$ cat config.mk
export PLATFORM = sky130hd
export DESIGN_NAME = rotary_dial_decoder
export DESIGN_NICKNAME = d
export VERILOG_FILES = /design/src/rtl/rotary_dial_decoder.sv
export SDC_FILE = /design/constraint.sdc
export NUM_CORES = 1
export LEC_CHECK = 0
export CORE_MARGIN = 5
export CORE_UTILIZATION = 33
export CTS_BUF_LIST = sky130_fd_sc_hd__clkbuf_2 sky130_fd_sc_hd__clkbuf_4 sky130_fd_sc_hd__clkbuf_8
export CTS_CLUSTER_SIZE = 20
export DETAILED_ROUTE_END_ITERATION = 8
export SYNTH_ARGS = -nofsm -noshare
export SYNTH_HDL_FRONTEND = slang
export SYNTH_SLANG_ARGS = --single-unit
$ cat constraint.sdc
create_clock -name Clk -period 2.8 [get_ports Clk]
set_input_delay 0.56 -clock Clk [delete_from_list [all_inputs] [get_ports Clk]]
set_output_delay 0.56 -clock Clk [all_outputs]
set_load 0.02 [all_outputs]
$ cat src/rtl/rotary_dial_decoder.sv
// Rotary dial front end: synchronizes and debounces the quadrature contacts,
// tracks detents, and turns them into a wrapping position plus a direction flag.
module rotary_dial_decoder #(
    parameter int unsigned MAX_COUNT       = 19,
    parameter int unsigned DEBOUNCE_CYCLES = 50000
) (
    input  logic       Clk,
    input  logic       ResetN,
    input  logic       RotA,
    input  logic       RotB,
    input  logic       Clear,
    output logic [4:0] Count,
    output logic       Right,
    output logic       Left,
    output logic       Step
);

    localparam int unsigned CNT_W = $clog2(DEBOUNCE_CYCLES);
    localparam logic [CNT_W-1:0] CNT_LAST = CNT_W'(DEBOUNCE_CYCLES - 1);
    localparam logic [4:0] MAX_C = 5'(MAX_COUNT);

    typedef enum logic [2:0] {
        ST_REST, ST_R1, ST_R2, ST_R3, ST_L1, ST_L2, ST_L3
    } state_t;

    logic [1:0]            sync1_q, sync1_d;
    logic [1:0]            sync2_q, sync2_d;
    logic [1:0]            acc_q, acc_d;
    logic [1:0][CNT_W-1:0] cnt_q, cnt_d;
    state_t                state_q, state_d;
    logic [4:0]            count_q, count_d;
    logic                  right_q, right_d;
    logic                  left_q, left_d;
    logic                  step_q, step_d;
    logic                  det_r_c, det_l_c;

    // Two-flop synchronizer, then per-contact debounce on the synchronized level
    always_comb begin
        sync1_d = {RotA, RotB};
        sync2_d = sync1_q;
        acc_d   = acc_q;
        cnt_d   = cnt_q;
        for (int i = 0; i < 2; i++) begin
            if (sync2_q[i] == acc_q[i]) begin
                cnt_d[i] = '0;
            end else if (cnt_q[i] == CNT_LAST) begin
                acc_d[i] = sync2_q[i];
                cnt_d[i] = '0;
            end else begin
                cnt_d[i] = cnt_q[i] + CNT_W'(1);
            end
        end
    end

    always_ff @(posedge Clk or negedge ResetN) begin
        if (!ResetN) begin
            sync1_q <= 2'b11;
            sync2_q <= 2'b11;
            acc_q   <= 2'b11;
            cnt_q   <= '0;
        end else begin
            sync1_q <= sync1_d;
            sync2_q <= sync2_d;
            acc_q   <= acc_d;
            cnt_q   <= cnt_d;
        end
    end

    always_ff @(posedge Clk or negedge ResetN) begin
        if (!ResetN) begin
            state_q <= ST_REST;
        end else begin
            state_q <= state_d;
        end
    end

    // Detent tracker; any illegal code drops back to REST
    always_comb begin
        state_d = state_q;
        unique case (state_q)
            ST_REST: begin
                if (acc_q == 2'b01)      state_d = ST_R1;
                else if (acc_q == 2'b10) state_d = ST_L1;
            end
            ST_R1: begin
                if (acc_q == 2'b00)      state_d = ST_R2;
                else if (acc_q != 2'b01) state_d = ST_REST;
            end
            ST_R2: begin
                if (acc_q == 2'b10)      state_d = ST_R3;
                else if (acc_q == 2'b01) state_d = ST_R1;
                else if (acc_q == 2'b11) state_d = ST_REST;
            end
            ST_R3: begin
                if (acc_q == 2'b00)      state_d = ST_R2;
                else if (acc_q != 2'b10) state_d = ST_REST;
            end
            ST_L1: begin
                if (acc_q == 2'b00)      state_d = ST_L2;
                else if (acc_q != 2'b10) state_d = ST_REST;
            end
            ST_L2: begin
                if (acc_q == 2'b01)      state_d = ST_L3;
                else if (acc_q == 2'b10) state_d = ST_L1;
                else if (acc_q == 2'b11) state_d = ST_REST;
            end
            ST_L3: begin
                if (acc_q == 2'b00)      state_d = ST_L2;
                else if (acc_q != 2'b01) state_d = ST_REST;
            end
            default: state_d = ST_REST;
        endcase
    end

    always_comb begin
        det_r_c = (state_q == ST_R3) && (acc_q == 2'b11);
        det_l_c = (state_q == ST_L3) && (acc_q == 2'b11);
    end

    // A reversal detent only flips the direction flags; Count holds the dialled number
    always_comb begin
        count_d = count_q;
        right_d = right_q;
        left_d  = left_q;
        step_d  = 1'b0;
        if (Clear) begin
            count_d = '0;
            right_d = 1'b0;
            left_d  = 1'b0;
        end else if (det_r_c) begin
            step_d  = 1'b1;
            right_d = 1'b1;
            left_d  = 1'b0;
            if (!left_q) count_d = (count_q == MAX_C) ? 5'd0 : count_q + 5'd1;
        end else if (det_l_c) begin
            step_d  = 1'b1;
            left_d  = 1'b1;
            right_d = 1'b0;
            if (!right_q) count_d = (count_q == 5'd0) ? MAX_C : count_q - 5'd1;
        end
    end

    always_ff @(posedge Clk or negedge ResetN) begin
        if (!ResetN) begin
            count_q <= '0;
            right_q <= 1'b0;
            left_q  <= 1'b0;
            step_q  <= 1'b0;
        end else begin
            count_q <= count_d;
            right_q <= right_d;
            left_q  <= left_d;
            step_q  <= step_d;
        end
    end

    assign Count = count_q;
    assign Right = right_q;
    assign Left  = left_q;
    assign Step  = step_q;

endmodule

== Yosys cells after proc, flatten, opt, wreduce, memory -nomap -nowiden ==
Cells that the tools add are included.
Word-level totals
  memory bits (writable): 0
  output and inout port bits: 8
  memories kept: 0
  bits in read-only memories: 0
  bits in latches: 0
  register bits after elaboration: 49
Cells by class
  eq/ne operators: 19
  multiplexer cells: 34
  divide/modulo/power cells: 0
  add/subtract/negate cells: 4
  shift operators: 0
  $mul: 0
  magnitude comparators: 0
  reduce and logical (&&, ||, !) cells: 9
  bitwise gates (word level): 2
Operators by type and width (count)
  $mux 16: 4
  $mux 3: 13
  $mux 5: 7
  $add 16x1->16 const B: 2
  $eq 16x16->1 const B: 2
  $pmux 3 s7: 1
  $eq 3x3->1 const B: 3
  $mux 1: 9
  $eq 3x2->1 const B: 2
  $ne 3x3->1 const B: 2
  $add 5x1->5 const B: 1
  $eq 5x5->1 const B: 1
  $logic_not 5->1: 1
  $sub 5x1->5 const B: 1
  $eq 2x2->1 const B: 2
  $reduce_and 2->1: 2
  $eq 3x1->1 const B: 1
  $logic_not 3->1: 1
  $ne 3x2->1 const B: 1
  $reduce_and 3->1: 1
  $reduce_bool 3->1: 1
  $eq 1x1->1: 2
  $eq 2x1->1 const B: 1
  $logic_and 1x1->1: 2
  other kinds (4): 5

== Longest topological paths before layout ==
  word-level depth: 6
  mapped depth: 7
  depth with buffers taken out: 6

== Worst setup path after synthesis ==
No wires, ideal clock.
  kind: register to register
  start: register acc_q[0]
  end: register count_q[2], in the netlist Count[2]
  path buffers: 1
  data arrival time: 1854 ps
  period minus slack after synthesis: 1950 ps
  cell stages (with the launch flop): 7
  setup time: 95 ps
  path slack: 850 ps
  data required time: 2705 ps
  cell sequence: dfstp_2 > ha_1 > and4b_1 > clkbuf_1 > mux2_2 > a211o_1 > o31ai_1
On the way
  word-level cells in the longest chain between the ends: 4
  elaborated cells between the ends (all ways): 9
RTL lines
  start, declared: RTL line 28  | logic [1:0] acc_q, acc_d;
  start signal, assigned: RTL line 59  | acc_q <= 2'b11;
  start signal, assigned: RTL line 64  | acc_q <= acc_d;
  $eq 2x2->1 (*): RTL line 116, 117
  $logic_and 1x1->1, on equally long branches: RTL line 116, 117
  $ne 3x3->1 (no line), or another cell as far along
  $reduce_and 3->1 (no line) or $mux 5 (tied branches)
  end signal, assigned: RTL line 150  | count_q <= count_d;
  end, declared: RTL line 31  | logic [4:0] count_q, count_d;
Mark *: on every way between the ends. The rest lies on a longest branch, timed or not.
A chain may end at the register's enable or synchronous reset.

== Worst setup path after layout ==
  start: register state_q[2]
  end: register count_q[3], in the netlist Count[3]
On the way
  word-level cells in the longest chain between the ends: 4
  elaborated cells between the ends (all ways): 10
RTL lines
  start, declared: RTL line 30  | state_t state_q, state_d;
  start signal, assigned: RTL line 73  | state_q <= state_d;
  $eq 3x2->1 or $eq 3x3->1 (tied branches): RTL line 116, 117
  $logic_and 1x1->1, on equally long branches: RTL line 116, 117
  $ne 3x3->1 (no line), or another cell as far along
  $reduce_and 3->1 (no line) or $mux 5 (tied branches)
Parallel ways exist; a longest one is shown, timed or not.

==> reports/metrics.cfg <==
[die]
die_h_microns=101
start_util=0.334
dieWidth_microns=101
die-area_sq_um=10200
core_area_sq_um=8130
ios=13
row_count=33

[worst_setup_path]
slowest_stage=dfrtp_1
critPathBufInv=0
required_ns=2.99
crit_path_cell_trace=or3b_2 > a21oi_4 > nor2_1 > a2111oi_1
cpLargestDelayFamily=flip-flops
crit_path_max_fanout=23
critPathLaunchType=flip-flop
cp-end-kind=flip-flop
max_stage_delay_ns=0.74
arrival_ns=2.26
worst-path-stages=4
r2r_slack_ns=0.73
rr_worst_depth=4
crit_type=reg2reg

[routing]
drc=0
wire_per_inst_microns=13.1
routed_wirelength_mm=5.13
drt_iter0_markers=98
vias=2004
firstDrtPassIters=4
antenna_left=0
avgViaCountPerCell=5.14

[yosys]
synth_nets=292
synth-edff-count=0
synthMuxAreaShare=0.0198
synth_adder_area_share=0.0368
synth-seq-area-share=0.454
synthSimpleGateAreaFrac=0.241
syn_area_sq_um=2720
ys_warn_count=0
synth_xor_area_frac=0.0902
synthCells=279
synthFlopType=dfrtp_1
synth_top_family_by_area=simple AND/OR/NAND/NOR gates
ys_ff_latch=49
ys_types=54
synthArstFlopShare=1.00
synth_area_per_cell_sq_um=9.75
synth_compound_area_frac=0.123

[layout]
drive_above_1_share=0.102
nets=297
layout_commonest_cell=dfrtp_1
fin_cells=390
area_delta_synth_final_pct=11.7
n_antenna_cell=0
final_cell_mix=43 x dfrtp_1, 33 x nor2_1, 19 x xor2_1

[grt]
grt_first_pass_wirelength_mm=8.78
grt_overflow=0
grt_pass1_vias=1842
antenna_found_initial=0
grt_max_degree=26
grt_usage=0.107

[power_and_ir_drop]
leakage_uw=0.00123
finalPower_uw=1290
max-vdd-ir-drop_uv=162
powerDensity_nw_per_um2=423

[job]
max_cap_violations=0

[clock_network]
cts_resized=0
ctsHoldBuffers=0
clkSinkCount=49
post-cts-setup-buffer-count=0
clock_path_buffers=2
insertion_delay_ns=0.31
cts_tree=yes
path_clk_slew_ns=0.10
numCtsBuffers=5
cts_root_buf=clkbuf_8
htree_levels=2

[sta]
fin_ws_ns=0.730
rsz0062_at_grt=no
tns_ns=0
post-route-period-util=0.739
worst_slew_pin_slew_ns=0.604
drv_slew=0
min_period_ns=2.07
hold_ws_ns=0.244
skew_ns=0.0158
slew_headroom=0.597
setup_viol=0
max_freq_ghz=0.483
hold_viol=0

[place]
dp_cells=382
dp_slack_ns=0.756
io_buffers=12
globalplace.congestion=0.818
dp_hpwl_mm=3.56

[status]
status=completed

[worst_hold_path]
min_path_type=in2async

cell families after synthesis:
group,count (synthesis)
mux,5
xor+xnor,28
buf+inv,25
fa+ha+maj,8
simple gates,116
flops,49
compound gates,48
through the flow:
| stage | instance area [sq um] | utilization |
|---|---|---|
| 3_5_place_dp | 2930 | 0.360 |
| 5_1_grt | 3040 | 0.373 |
| 2_1_floorplan | 2720 | - |
| 6_report | 3040 | 0.373 |
| 4_1_cts | 3040 | 0.373 |
| 3_3_place_gp | 2930 | 0.360 |
cell type report:
type	instances	area [sq um]
Fill cell	802	5100
Multi-Input combinational cell	205	1390
Sequential cell	49	1230
Timing Repair Buffer	13	135
Tap cell	105	131
Clock buffer	6	76.3
Inverter	10	37.5
Clock inverter	2	35.0
power breakdown:
group          leakage [uW]  switching (uW)  internal (uW)
Sequential         0.000658            9.71            721
Clock             0.0000586             231            275
Combinational      0.000510            31.8           17.9
Total               0.00123             272           1010
routing by layer:
| metal | GRT usage | wire length [microns] | vias up |
|---|---|---|---|
| li1 | - | - | 1005 |
| met1 | 0.149 | 2550 | 969 |
| met2 | 0.163 | 2340 | 25 |
| met3 | 0.0256 | 164 | 5 |
| met4 | 0.0342 | 72 | 0 |
| met5 | 0 | 0 | - |
registers in the layout, summed over array words and instances, names as in the netlist:
name,cells
sync1_q,2
acc_q,2
Count,5
cnt_q,32
Step,1
sync2_q,2
state_q,3
Right,1
Left,1
synth_stat cells, types with 2 or more instances:
library cell / n / share of area
ha_1: 8 / 0.037
dfstp_2: 6 / 0.058
nor3_1: 2 / 0.0037
nor4_1: 3 / 0.0069
xor2_1: 19 / 0.061
o311ai_0: 3 / 0.0097
nor4b_1: 3 / 0.0097
nor2_1: 33 / 0.046
nand3_1: 11 / 0.020
xnor2_1: 9 / 0.029
mux2_2: 3 / 0.012
dfrtp_1: 43 / 0.40
buf_2: 2 / 0.0037
inv_1: 10 / 0.014
o31ai_1: 4 / 0.011
and4_1: 4 / 0.013
a211oi_1: 4 / 0.011
clkbuf_1: 11 / 0.015
mux2i_1: 2 / 0.0074
a21oi_1: 12 / 0.022
or3b_2: 3 / 0.0097
nand2b_1: 4 / 0.0092
nand4_1: 9 / 0.021
and3_1: 7 / 0.016
nor4bb_1: 3 / 0.011
and2_1: 2 / 0.0046
buf_1: 2 / 0.0028
or4_1: 3 / 0.0083
a311oi_1: 2 / 0.0064
a21o_1: 5 / 0.014
o21ai_0: 8 / 0.015
nand2_1: 17 / 0.023
final timing paths:
check                             endpoint        from
max in group asynchronous         acc_q[0]      ResetN
worst min-delay path              cnt_q[7]      ResetN
worst max-delay path              Count[3]  state_q[2]
min in group Clk                sync2_q[1]  sync1_q[1]
worst max register to register    Count[3]  state_q[2]
worst min register to register  sync2_q[1]  sync1_q[1]
Power figures use the tool's default switching activity.
